--- config.mk ---
export PLATFORM = sky130hd
export DESIGN_NAME = multicycle_main_control
export DESIGN_NICKNAME = d
export VERILOG_FILES = /design/src/rtl/riscv_ctrl_pkg.sv /design/src/rtl/multicycle_main_control_outputs.sv /design/src/rtl/multicycle_main_control.sv
export SDC_FILE = /design/constraint.sdc
export NUM_CORES = 1
export LEC_CHECK = 0
export ABC_AREA = 1
export ABC_CLOCK_PERIOD_IN_PS = 2100
export CAP_MARGIN = 30
export CORE_MARGIN = 2
export CORE_UTILIZATION = 44
export CTS_CLUSTER_SIZE = 10
export DETAILED_ROUTE_END_ITERATION = 7
export PLACE_DENSITY = 0.72
export SETUP_SLACK_MARGIN = 0.2
export SYNTH_ARGS = -nofsm -noshare
export SYNTH_HDL_FRONTEND = slang
export SYNTH_SLANG_ARGS = --single-unit
--- constraint.sdc ---
create_clock -name clk -period 2.1 [get_ports clk]
set_input_delay 0.42 -clock clk [delete_from_list [all_inputs] [get_ports clk]]
set_output_delay 0.42 -clock clk [all_outputs]
set_load 0.005 [all_outputs]
--- src/rtl/riscv_ctrl_pkg.sv ---
// Shared encodings for the multi-cycle RISC-V main control: opcodes, ALU op codes,
// ALU operand selects and FSM state encodings.
package riscv_ctrl_pkg;

    localparam logic [6:0] OP_LOAD   = 7'b0000011;
    localparam logic [6:0] OP_STORE  = 7'b0100011;
    localparam logic [6:0] OP_RTYPE  = 7'b0110011;
    localparam logic [6:0] OP_BRANCH = 7'b1100011;

    localparam logic [1:0] ALUOP_ADD   = 2'b00;
    localparam logic [1:0] ALUOP_SUB   = 2'b01;
    localparam logic [1:0] ALUOP_FUNCT = 2'b10;

    localparam logic [1:0] SRC_A_PC    = 2'b00;
    localparam logic [1:0] SRC_A_RS1   = 2'b01;
    localparam logic [1:0] SRC_A_OLDPC = 2'b10;

    localparam logic [1:0] SRC_B_RS2  = 2'b00;
    localparam logic [1:0] SRC_B_FOUR = 2'b01;
    localparam logic [1:0] SRC_B_IMM  = 2'b10;

    typedef enum logic [3:0] {
        S_IDLE     = 4'd0,
        S_FETCH    = 4'd1,
        S_DECODE   = 4'd2,
        S_MEMADR   = 4'd3,
        S_MEMREAD  = 4'd4,
        S_MEMWB    = 4'd5,
        S_MEMWRITE = 4'd6,
        S_EXECUTE  = 4'd7,
        S_ALUWB    = 4'd8,
        S_BRANCH   = 4'd9,
        S_ILLEGAL  = 4'd10
    } state_t;

endpackage

--- src/rtl/multicycle_main_control_outputs.sv ---
// Pure state-to-strobe decoder for the multi-cycle main control.
// Only FETCH looks at mem_ready, gating the PC and IR loads.
module main_control_outputs
    import riscv_ctrl_pkg::*;
(
    input  state_t     state_i,
    input  logic       mem_ready_i,
    output logic       pc_write_o,
    output logic       pc_write_cond_o,
    output logic       ir_write_o,
    output logic       iord_o,
    output logic       mem_read_o,
    output logic       mem_write_o,
    output logic [1:0] alu_src_a_o,
    output logic [1:0] alu_src_b_o,
    output logic [1:0] alu_op_o,
    output logic       pc_source_o,
    output logic       reg_write_o,
    output logic       mem_to_reg_o
);

    always_comb begin
        pc_write_o      = 1'b0;
        pc_write_cond_o = 1'b0;
        ir_write_o      = 1'b0;
        iord_o          = 1'b0;
        mem_read_o      = 1'b0;
        mem_write_o     = 1'b0;
        alu_src_a_o     = SRC_A_PC;
        alu_src_b_o     = SRC_B_RS2;
        alu_op_o        = ALUOP_ADD;
        pc_source_o     = 1'b0;
        reg_write_o     = 1'b0;
        mem_to_reg_o    = 1'b0;
        case (state_i)
            S_FETCH: begin
                mem_read_o  = 1'b1;
                alu_src_a_o = SRC_A_PC;
                alu_src_b_o = SRC_B_FOUR;
                pc_write_o  = mem_ready_i;
                ir_write_o  = mem_ready_i;
            end
            // Branch target is precomputed here so BRANCH only has to compare.
            S_DECODE: begin
                alu_src_a_o = SRC_A_OLDPC;
                alu_src_b_o = SRC_B_IMM;
            end
            S_MEMADR: begin
                alu_src_a_o = SRC_A_RS1;
                alu_src_b_o = SRC_B_IMM;
            end
            S_MEMREAD: begin
                mem_read_o = 1'b1;
                iord_o     = 1'b1;
            end
            S_MEMWB: begin
                reg_write_o  = 1'b1;
                mem_to_reg_o = 1'b1;
            end
            S_MEMWRITE: begin
                mem_write_o = 1'b1;
                iord_o      = 1'b1;
            end
            S_EXECUTE: begin
                alu_src_a_o = SRC_A_RS1;
                alu_src_b_o = SRC_B_RS2;
                alu_op_o    = ALUOP_FUNCT;
            end
            S_ALUWB: begin
                reg_write_o = 1'b1;
            end
            S_BRANCH: begin
                alu_src_a_o     = SRC_A_RS1;
                alu_src_b_o     = SRC_B_RS2;
                alu_op_o        = ALUOP_SUB;
                pc_write_cond_o = 1'b1;
                pc_source_o     = 1'b1;
            end
            default: ;
        endcase
    end

endmodule

--- src/rtl/multicycle_main_control.sv ---
// Multi-cycle main control FSM for the RISC-V core (lw, sw, R-type, beq).
// Owns next-state logic, the sticky illegal flag and the retired-instruction counter.
module multicycle_main_control
    import riscv_ctrl_pkg::*;
#(
    parameter int CNT_W = 32
) (
    input  logic             clk,
    input  logic             rst_n,
    input  logic [6:0]       opcode_i,
    input  logic             mem_ready_i,
    output logic             pc_write_o,
    output logic             pc_write_cond_o,
    output logic             ir_write_o,
    output logic             iord_o,
    output logic             mem_read_o,
    output logic             mem_write_o,
    output logic [1:0]       alu_src_a_o,
    output logic [1:0]       alu_src_b_o,
    output logic [1:0]       alu_op_o,
    output logic             pc_source_o,
    output logic             reg_write_o,
    output logic             mem_to_reg_o,
    output logic             illegal_o,
    output logic [3:0]       state_o,
    output logic [CNT_W-1:0] retired_o
);

    state_t           state_q, state_d;
    logic             illegal_q;
    logic [CNT_W-1:0] retired_q;
    logic             retire;

    always_comb begin
        state_d = state_q;
        case (state_q)
            S_IDLE:   state_d = S_FETCH;
            S_FETCH:  if (mem_ready_i) state_d = S_DECODE;
            S_DECODE: begin
                case (opcode_i)
                    OP_LOAD, OP_STORE: state_d = S_MEMADR;
                    OP_RTYPE:          state_d = S_EXECUTE;
                    OP_BRANCH:         state_d = S_BRANCH;
                    default:           state_d = S_ILLEGAL;
                endcase
            end
            S_MEMADR:   state_d = (opcode_i == OP_STORE) ? S_MEMWRITE : S_MEMREAD;
            S_MEMREAD:  if (mem_ready_i) state_d = S_MEMWB;
            S_MEMWB:    state_d = S_FETCH;
            S_MEMWRITE: if (mem_ready_i) state_d = S_FETCH;
            S_EXECUTE:  state_d = S_ALUWB;
            S_ALUWB:    state_d = S_FETCH;
            S_BRANCH:   state_d = S_FETCH;
            S_ILLEGAL:  state_d = S_ILLEGAL;
            default:    state_d = S_ILLEGAL;
        endcase
    end

    // An instruction retires on the edge that takes it back to FETCH.
    assign retire = (state_d == S_FETCH) &&
                    (state_q inside {S_MEMWB, S_MEMWRITE, S_ALUWB, S_BRANCH});

    always_ff @(posedge clk or negedge rst_n) begin
        if (!rst_n) begin
            state_q   <= S_IDLE;
            illegal_q <= 1'b0;
            retired_q <= '0;
        end else begin
            state_q <= state_d;
            if (state_d == S_ILLEGAL) illegal_q <= 1'b1;
            if (retire) retired_q <= retired_q + {{(CNT_W-1){1'b0}}, 1'b1};
        end
    end

    main_control_outputs u_outputs (
        .state_i         (state_q),
        .mem_ready_i     (mem_ready_i),
        .pc_write_o      (pc_write_o),
        .pc_write_cond_o (pc_write_cond_o),
        .ir_write_o      (ir_write_o),
        .iord_o          (iord_o),
        .mem_read_o      (mem_read_o),
        .mem_write_o     (mem_write_o),
        .alu_src_a_o     (alu_src_a_o),
        .alu_src_b_o     (alu_src_b_o),
        .alu_op_o        (alu_op_o),
        .pc_source_o     (pc_source_o),
        .reg_write_o     (reg_write_o),
        .mem_to_reg_o    (mem_to_reg_o)
    );

    assign illegal_o = illegal_q;
    assign state_o   = state_q;
    assign retired_o = retired_q;

endmodule
; ---- Word-level counts from Yosys, hierarchy flattened
; Index checks and enable logic that the tools add are counted.
[classes]
n_mux = 16
add_sub_neg = 1
n_reduce_logical = 10
eq_ne = 15
[ops]
columns = cell, n
row1 = "32-bit by 1-bit adder with 32-bit output, second input constant", 1
row2 = 4-bit one-hot mux with 7 select lines, 1
row3 = "4-bit by 3-bit == test with 1-bit output, second input constant", 4
row4 = "7-bit by 6-bit == test with 1-bit output, second input constant", 2
row5 = "4-bit == test, second input constant", 3
row6 = 4-bit two-way mux, 3
row7 = 2-bit one-hot mux with 2 select lines, 3
row8 = 4-bit one-hot mux with 3 select lines, 1
row9 = 2-bit OR reduction, 5
row10 = "4-bit by 1-bit == test with 1-bit output, second input constant", 2
row11 = "4-bit by 2-bit == test with 1-bit output, second input constant", 2
row12 = "7-bit by 2-bit == test with 1-bit output, second input constant", 1
row13 = "7-bit == test, second input constant", 1
row14 = 1-bit two-way mux, 7
row15 = 4-bit zero test, 1
row16 = 4-bit nonzero test, 1
row17 = 4-bit OR reduction, 1
row18 = 3-bit OR reduction, 1
row19 = 2-bit two-way mux, 1
row20 = 1-bit logical AND, 1
[totals]
word_cells = 45
out_inout_bits = 52
inputBits = 10
regBits = 37

; ---- Depth between registers and ports, before layout
[logic_depth]
ltp_word = 6
mapped_depth = 11
ltp_nobuf = 10

; ---- By module
; From an unflattened synthesis, not the netlist that was laid out.
[unflattened]
hier_cells = 449
area_unflattened_um2 = 2735.1
[modules_own_cells]
columns = mod, cells_each, instances, seq_area_each_um2, area_each_um2
row1 = multicycle_main_control, 416, 1, 925.9, 2585.0
row2 = main_control_outputs, 33, 1, 0.0, 150.1

; ---- Least setup slack after synthesis
; Ideal clock, no wire load.
[synth_path]
path_kind = reg-to-reg
start = register retired_q[0], in the netlist retired_o[0]
end = register retired_q[26], in the netlist retired_o[26]
period_less_slack_ps = 1579
setup_ps = 116
stages_incl_launch_ff = 11
t_required_ps = 1984
path_slack_ps = 521
n_path_buf = 0
t_arrival_ps = 1462
path_cell_list = dfrtp_1 -> ha_1 -> nand3_1 -> inv_1 -> nand2_1 -> nor2_1 -> nand2_1 -> nand2_1 -> nand2_1 -> nand2_1 -> nand2_1
[synth_between]
elab_chain_cells = 1
[synth_rtl]
columns = element, line
row1 = start: declaration, multicycle_main_control.sv:31  ; logic [CNT_W-1:0] retired_q;
row2 = start signal: assignment, multicycle_main_control.sv:71  ; if (retire) retired_q <= retired_q + {{(CNT_W-1){1'b0}}, 1'b1};
row3 = 32-bit by 1-bit adder with 32-bit output, multicycle_main_control.sv:71
; No other way between the ends.
; A chain may end at the register's enable or synchronous reset.

; ---- Worst setup path after layout
[layout_path]
start = register state_q[0], in the netlist state_o[0]
end = output reg_write_o
[layout_between]
elab_chain_cells = 3
elab_cells_between_ends = 4
cone_classes = eq/ne (2) / mux (1) / reduce/logical (1)
[layout_rtl]
columns = element, line
row1 = start: declaration, multicycle_main_control.sv:29  ; state_t state_q, state_d;
row2 = start signal: assignment, multicycle_main_control.sv:69  ; state_q <= state_d;
row3 = 4-bit by 3-bit == test with 1-bit output / 4-bit == test (equally long branches), multicycle_main_control_outputs.sv:35  ; case (state_i)
row4 = 2-bit OR reduction (no line) (*), n/a
row5 = 1-bit two-way mux (*), multicycle_main_control_outputs.sv:35
row6 = end: declaration, multicycle_main_control.sv:22  ; output logic reg_write_o,
; Mark *: on every way between the ends. The rest lies on a longest branch, timed or not.

==> metrics.cfg <==
[global_route]
grt_usage_pct=24.6
grt_pass1_vias=2582
grt_pass1_wl_um=12400
grt-ovfl-total=0
grt_max_degree=38
grt_antenna_before_repair=0

[drt]
drc=0
vias_per_cell=4.98
wl_met3_um=371
routed_wl_um=7720
drtAntennaViolNets=0
route.met2.wl_um=3640
drt_iter0_markers=149
detail_route.wl_per_cell_um=13.7
met1_length_um=3560
dr.max_layer_used=met4
drt_pass1_iterations=4
via_count=2814

[worst_setup_path]
worstPathRequired_ps=1680
critical_path.top_delay_family=buffers and inverters
worst_setup_path_start_kind=register
crit_slowest_cell=clkdlybuf4s50_1
cp.depth=4
reg2reg_depth=11
cp-startpoint=state_o[0]
path_max_fanout=7
critPathMaxStageDelay_ps=520
cp.arrival_ps=1710
crit_type=register to output port
crit_end=reg_write_o
crit_chain=nor2_1 > nand3_1 > o21ai_1 > clkdlybuf4s50_1
reg2reg_setup_slack_ps=300
r2r-end=retired_o[3]
crit_buf_inv=1
setup.worst_path.end_class=output port
r2r-start=state_o[3]

[synth]
synth_fp_nets=424
synth_xor_area_share_pct=5.08
synth_warnings=0
yosys.area_share.adder_pct=0.484
syn_area_um2=2590
synth-simple-area-share_pct=51.7
synth-seq-area-share_pct=35.8
synth.distinct_cells=22
muxShareOfSynthArea_pct=0
synth_top_family_by_area=simple AND/OR/NAND/NOR gates
synthCells=413
synth_compound_area_share_pct=1.02
syn_area_per_cell_um2=6.27
ys_ff_latch=37

[timing]
fin_skew_ps=13.0
slew_violations=0
holdWs_ps=155
layout_min_cycle_time_ps=2130
rsz0062_at_grt=true
finalHoldViolations=0
min_period_over_period_pct=101
timing.fmax_ghz=0.469
tightest_slew_ps=477
slew_headroom_pct=68.2
setup_viol=2
timing.final.ws_setup_ps=-29.9

[cts]
htreeDepth=2
clkSinkCount=37
clk_pin_slew_worst_paths_ps=80
cts_tree=yes
numCtsBuffers=5
clkLatencyLatePin_ps=300
clockRootBuffer=clkbuf_8
cts.path.max_buffers=2

[placed_design]
placed_area_um2=3270
place_hpwl_um=5460
portBuffers=61
placed_cells=543
place.gp.congestion=0.923

[flow_run]
maxCapViolCount=0

[finish]
final_util_pct=63.4
final_common_cell=nand2_1
fin_nets=503
final_cell_mix=nand2_1, nor2_1, clkdlybuf4s50_1
layout.cells.non_filler=565
antenna-diode-count=0
final_area_um2=3550
area_growth_pct=37.3
layout-drive-gt1-share_pct=12.0

[run_status]
violations=negative setup slack
status=complete, but fails checks

[die]
num_rows=27
start_util_pct=46.1
core_um2=5610
die_w_um=80.7
io_pins=62
die-area_um2=6510
die_y_um=80.7

[power]
power.leakage_uw=0.00178
ir_drop_mv=0.216
power_density_nw_per_um2=393

[hold_path]
timing.hold.worst.class=input pin to async pin

## registers in the layout (all words and copies together) (netlist names)
| register | flops |
|---|---|
| illegal_o | 1 |
| retired_o | 32 |
| state_o | 4 |
## layer usage
metal / track usage [%] / vias to the layer above
li1: - / 1419
met1: 33.1 / 1285
met2: 39.9 / 98
met3: 4.38 / 12
met4: 7.97 / 0
met5: 0 / -
## layout make-up
| class | count | area, um^2 |
|---|---|---|
| multi-input cells | 347 | 1560 |
| clock inverters | 3 | 46.3 |
| fillers | 534 | 2050 |
| flip-flops and latches | 37 | 931 |
| clock buffers | 5 | 68.8 |
| well taps | 72 | 90.1 |
| repair buffers | 81 | 786 |
| inverters | 20 | 75.1 |
## logic make-up after synthesis
family | count (synthesis)
compound gates | 5
fa+ha+maj | 1
xor+xnor | 15
flops | 37
simple gates | 325
buf+inv | 30
## cells in the mapped netlist (all sizes together)
master | count | area share [%]
xor2 | 9 | 3.0
ha | 1 | 0.48
nor2 | 72 | 11
nor3 | 2 | 0.39
dfrtp | 37 | 36
inv | 20 | 2.9
xnor2 | 6 | 2.0
o21ai | 3 | 0.58
a21oi | 1 | 0.19
nand3 | 13 | 2.9
buf | 10 | 3.0
nand3b | 15 | 4.4
o22ai | 1 | 0.24
nand2 | 223 | 33
## metrics by stage
step | power, uW | setup WS [ps] | TNS (ps)
2_1_floorplan | 733 | 521 | 0
3_3_place_gp | 767 | -27.3 | -255
3_5_place_dp | 769 | -94.1 | -2370
4_1_cts | 1410 | 35.7 | 0
5_1_grt | 1440 | -106 | -192
6_report | 1400 | -29.9 | -38.9
## report_power, final
group / total [uW] / internal [uW] / leakage (uW) / switching (uW)
Clock: 645 / 356 / 0.0000543 / 290
Sequential: 712 / 712 / 0.000498 / 0
Combinational: 40.1 / 17.4 / 0.00123 / 22.7
Total: 1400 / 1080 / 0.00178 / 313
## repair_timing
action / 4_1_cts / 5_1_grt
pin swaps: 1 / 1
endpoints found under the setup margin: 47 / 25
resized for setup: 16 / 15
hold endpoints to repair: 0 / 0
cloned: 1 / 0
hold buffers: 0 / 0
setup buffers: 5 / 8
## worst reg2reg max path, delay by kind of cell (launching register included)
| family | cells | cell delay (ps) |
|---|---|---|
| buffers and inverters | 4 | 560 |
| AND/OR/NAND/NOR | 7 | 650 |
| flip-flops | 1 | 480 |
## worst min path at each step
stage,from,endpoint,slack (ps),cells after the start
CTS,rst_n,retired_o[8],180,2
finish,rst_n,retired_o[1],160,2
detailed placement,illegal_o,illegal_o,460,2
global route,rst_n,retired_o[2],200,2
floorplan,rst_n,illegal_o,120,0
global placement,illegal_o,illegal_o,450,2
(Power assumes the default switching activity.)
==> RTL change 1, RTL diff (same flow settings) <==
Set the parameter `CNT_W` to 36 (it was 32).
--- a/src/rtl/multicycle_main_control.sv
+++ b/src/rtl/multicycle_main_control.sv
@@ -4,5 +4,5 @@
     import riscv_ctrl_pkg::*;
 #(
-    parameter int CNT_W = 32
+    parameter int CNT_W = 36
 ) (
     input  logic             clk,
Ports: changed (resized retired_o); port bits go from 62 to 66. The function was not compared with the original's and may differ.
==> RTL change 1 against the original RTL <==
Utilization shrank 2.2 points; sequential cell count grew 4; wire length grew 1.2%; power shrank 2.0%; sequential share of layout area grew 0.60 points; maximum frequency grew 12%; worst setup slack gained 220 ps; clock power shrank 17%; cell area grew 8.0%; area after synthesis grew 9.3%; highest routed layer unchanged.
==> RTL change 1: results (changes against the original RTL) <==
metric;value;unit;change
sequential share of the synthesized area;36.27;%;+0.48 points
Skew-Pair Late Insertion Delay;300;ps;about the same
Relative slew margins;65.19;%;-3.0 points
r2r startpoint;state_o[3];;
Peak VDD IR;0.2784;mV;+29%
Largest register FFs;36;;+13%
Post-synth top flop;dfrtp_1;;
CTS Buf Count;5;;unchanged
top routing layer in use;met4;;
Post-Place Worst Slack;131.5;ps;+225.6 ps
Cell variety after synth;27;;+23%
yosys warns;0;;unchanged
Hold Crit Class;input pin to asynchronous set/reset pin;;
nets;531;;+5.6%
Clock Tree Buf Depth;2;;unchanged
# diodes;0;;unchanged
Layout Skew;7.195;ps;-5.758 ps
Leak;1.759;nW;-1.3%
wl on met1;3.407;mm;-4.4%
total track usage;23.20;%;-1.4 points
vias in the first global route;2891;;+12%
antenna violations before repair;0;;unchanged
largest net degree at the start of global routing;32;;-16%
I/O Buffers;65;;+6.6%
Crit path max-delay family;buffers and inverters;;
DR pass1 iterations;4;;unchanged
Critical Path End;reg_write_o;;
R2R cell count;10;;-1
first-pass GRT wire length;13.25;mm;+7.1%
status;finished, final reports clean;;
ranking of synthesized cells by area;dfrtp_1, nand2_1, nor2_1, xor2_1, inv_1;;
crit-path max FO;4;;-3
synth cell count leaders;nand2_1, nor2_1, dfrtp_1;;
Total Routed Length;7.811;mm;+1.2%
Syn Nets;447;;+5.4%
H-tree Lvls;2;;unchanged
fill cell count;600;;+12%
Root Driver;clkbuf_8;;
Max Freq;524.7;MHz;+12%
Slowest Stage Delay on Critical Path;420;ps;-100 ps
r2r setup slk;400;ps;+100 ps
crit path from;state_o[0];;
RR Endpoint;retired_o[22];;
First DRT Iteration DRCs;134;;-10%
CP arrival;1490;ps;-220 ps
ys async rst share;100.0;%;unchanged
Slew Viols, Final;0;;unchanged
met3 wire length;381;µm;+2.7%
Cell Area, Placed;0.003587;mm²;+9.7%
Detail Placement HPWL;5.996;mm;+9.7%
critical path's slowest cell;dfrtp_2;;
Power Density;357.0;mW/mm²;-9.2%
fraction of layout cells with a size suffix above 1;11.54;%;-0.43 points
metal2 WL;3.838;mm;+5.5%
gpl congestion;0.9950;;+7.8%
clock slew at reported path FFs;80;ps;about the same
via/cell ratio;4.908;;-1.5%
-- RTL change 1: cell types whose count changed in the layout (fill, tap and decap cells not counted), sizes merged, moves of 5 or more --
cell    change
o21ai       +7
nand2      -16
nand3b     -11
nand4       +5
xor2       +14
inv        +18
-- RTL change 1: how the worst min path moves through the flow --
| stage | startpoint | to | depth (start not counted) |
|---|---|---|---|
| floorplan | rst_n | illegal_o | 0 |
| global placement | rst_n | retired_o[9] | 1 |
| detailed placement | rst_n | retired_o[9] | 1 |
| CTS | rst_n | retired_o[9] | 1 |
| global route | rst_n | retired_o[9] | 1 |
| finish | rst_n | retired_o[34] | 1 |
-- RTL change 1: timing repair --
action                                  in CTS  in global routing
hold buffers                                 0                  0
endpoints found under the setup margin      15                  7
resized for setup                           30                 18
pin swaps                                    3                  1
setup buffers                               11                  1
-- RTL change 1: layout make-up --
| type | instances | area share [%] |
|---|---|---|
| Inverter | 38 | 3.782 |
| Clock buffer | 7 | 2.250 |
| Multi-Input combinational cell | 346 | 43.10 |
| Timing Repair Buffer | 88 | 21.55 |
| Tap cell | 77 | 2.511 |
| Sequential cell | 41 | 26.80 |
-- RTL change 1: kinds of logic (layout without fill, tap and decap cells) --
family                   after synthesis  in the layout  synth area share, %
XOR/XNOR                              28             28                8.669
flip-flops                            41             41                36.27
adder cells (fa/ha/maj)                1              1               0.4422
AND/OR/NAND/NOR                      304            304                43.65
AO/OA/AOI/OAI                         13             13                2.609
buffers and inverters                 49            133                8.359
-- RTL change 1: routing by layer --
metal,global-route usage (%),vias up
li1,-,1494
met1,30.44,1341
met2,39.11,80
met3,3.638,15
met4,7.918,0
met5,0,-
-- RTL change 1: metrics by stage --
step	hold slack (ps)	instances
floorplan	124.4	436
global placement	407.8	578
detailed placement	421.5	578
CTS	97.74	596
global route	118.7	597
finish	92.30	597
-- RTL change 1: power by group --
part	switching, mW	internal, mW	leakage, nW
clock network	0.273	0.261	0.0443
logic	0.0256	0.0216	1.16
registers	0	0.789	0.554
total	0.299	1.07	1.76
==> RTL change 2, RTL diff (same flow settings) <==
Made on the original files. Make the reset (`rst_n`) synchronous in one clocked block.
--- a/src/rtl/multicycle_main_control.sv
+++ b/src/rtl/multicycle_main_control.sv
@@ -61,5 +61,5 @@
                     (state_q inside {S_MEMWB, S_MEMWRITE, S_ALUWB, S_BRANCH});
 
-    always_ff @(posedge clk or negedge rst_n) begin
+    always_ff @(posedge clk) begin
         if (!rst_n) begin
             state_q   <= S_IDLE;
Formal check against the unedited RTL: differs if rst_n is asserted again (counterexample within 4 cycles, from zero or initial values and one cycle with rst_n low); with rst_n held inactive, the same outputs for 10 cycles.
==> RTL change 2 against the original RTL <==
Cell area fell by 0.95%; worst setup slack improved by 350 ps; area after synthesis fell by 2.0%; sequential cell count did not move; critical path depth fell by 1; synthesized cell count rose by 8.0%; count of clock-buffer cells in the layout rose by 2; wire length fell by 1.8%; critical endpoint is now state_o[3]; largest cell class unchanged; highest routed layer unchanged.
Power is not compared: it rests on default switching activity, and its combinational part moved more than twofold at a synthesized area within 25%.
==> RTL change 2: results (changes against the original RTL) <==
metric;value;unit;change
fraction of layout cells with a size suffix above 1;10.96;%;-1.0 points
antenna violations before repair;0;;unchanged
total track usage;24.23;%;-0.38 points
synth cell count leaders;nand2_1, nor2_1, dfxtp_1;;
status;finished, final reports clean;;
Root Driver;clkbuf_8;;
Total Routed Length;7.580;mm;-1.8%
CTS Buf Count;5;;unchanged
Hold Crit Start;illegal_o;;
nets;530;;+5.4%
Layout Skew;5.502;ps;-7.451 ps
I/O Buffers;61;;unchanged
First DRT Iteration DRCs;151;;+1.3%
Post-synth top flop;dfxtp_1;;
yosys warns;0;;unchanged
# diodes;0;;unchanged
crit-path max FO;3;;-4
Skew-Pair Late Insertion Delay;300;ps;about the same
CP arrival;1360;ps;-350 ps
Largest register FFs;32;;unchanged
Syn Nets;457;;+7.8%
critical path's slowest cell;clkdlybuf4s50_1;;
Relative slew margins;73.10;%;+4.9 points
clock slew at reported path FFs;80;ps;about the same
Slowest Stage Delay on Critical Path;480;ps;-40 ps
H-tree Lvls;2;;unchanged
sw power;0.4537;mW;
Cell variety after synth;23;;+4.5%
Peak VDD IR;0.2819;mV;
Hold Crit Class;register to register;;
first-pass GRT wire length;11.96;mm;-3.4%
largest net degree at the start of global routing;37;;-2.6%
gpl congestion;0.9518;;+3.1%
r2r startpoint;retired_o[1];;
sequential share of the synthesized area;29.21;%;-6.6 points
Leak;1.395;nW;
via/cell ratio;4.927;;-1.1%
ys async rst share;0;%;-100 points
fill cell count;536;;+0.37%
DR pass1 iterations;5;;+1
crit path from;state_o[3];;
vias in the first global route;2579;;-0.12%
ranking of synthesized cells by area;dfxtp_1, nand2_1, nor2_1, a21oi_1, inv_1;;
Clock Tree Buf Depth;2;;unchanged
Detail Placement HPWL;5.270;mm;-3.6%
[RTL change 2: cell count changes after synthesis, sizes merged, moves of 2 or more]
cell	unedited run	this run
dfxtp	0	37
inv	20	36
nand3	13	24
o21ai	3	6
nor3	2	4
nand2	223	189
dfrtp	37	0
a21oi	1	36
clkbuf	0	3
nand3b	15	3
nor2	72	82
[RTL change 2: power by group through the flow]
stage	clock [mW]	combinational (mW)	sequential, mW
final	0.573	0.298	0.729
after global routing	0.618	0.318	0.732
after CTS	0.582	0.268	0.729
after detailed placement	0	0.244	0.742
after global placement	0	0.243	0.742
after floorplan	0	0.134	0.742
[RTL change 2: cell type report]
cell class	count	area, µm²	share of cell area [%]
timing repair buffer	77	790.8	22.47
multi-input combinational	361	1635	46.46
sequential	37	755.7	21.47
inverter	37	146.4	4.159
tap	72	90.09	2.560
clock buffer	7	96.34	2.737
clock inverter	1	5.005	0.1422
[RTL change 2: logic make-up (layout without fill, tap and decap cells)]
family / after synthesis / in the layout / share of synthesized area, %
AND/OR/NAND/NOR: 303 / 304 / 48.15
buffers and inverters: 49 / 122 / 9.028
XOR/XNOR: 14 / 14 / 4.835
flip-flops: 37 / 37 / 29.21
AO/OA/AOI/OAI: 42 / 42 / 8.288
adder cells (fa/ha/maj): 1 / 1 / 0.4933
[RTL change 2: critical path: cells and delay by family, from the launching register on]
family | cells | cell delay, ps
buffers and inverters | 3 | 680
DFF | 1 | 380
[RTL change 2: metal layers]
layer | share of wire [%] | up-vias | global-route usage (%)
li1 | - | 1533 | -
met1 | 46 | 1289 | 32.16
met2 | 47 | 84 | 39.50
met3 | 5.3 | 11 | 4.186
met4 | 1.9 | 0 | 8.305
met5 | 0 | - | 0
[RTL change 2: path summary, 6_finish.rpt]
kind                        end  slack [ps]  depth (start not counted)
hold / removal        illegal_o         450                          2
setup reg to reg  retired_o[16]         370                          8
setup / recovery     state_o[3]         320                          3
hold reg to reg       illegal_o         450                          2
[RTL change 2: repair_timing]
| action | in CTS | in global routing |
|---|---|---|
| gates cloned | 1 | 0 |
| gates resized for setup | 31 | 17 |
| endpoints found under the setup margin | 28 | 38 |
| pin swaps | 3 | 5 |
| hold buffers | 0 | 0 |
| setup buffers | 5 | 6 |
[RTL change 2: metrics by stage]
step	util [%]	instance area, µm²	setup WS, ps	instances
2_1_floorplan	-	2536	573.4	446
3_3_place_gp	57.70	3197	-24.43	572
3_5_place_dp	57.70	3197	-80.71	572
4_1_cts	61.31	3397	71.73	586
5_1_grt	63.53	3520	195.5	592
6_report	63.53	3520	317.3	592
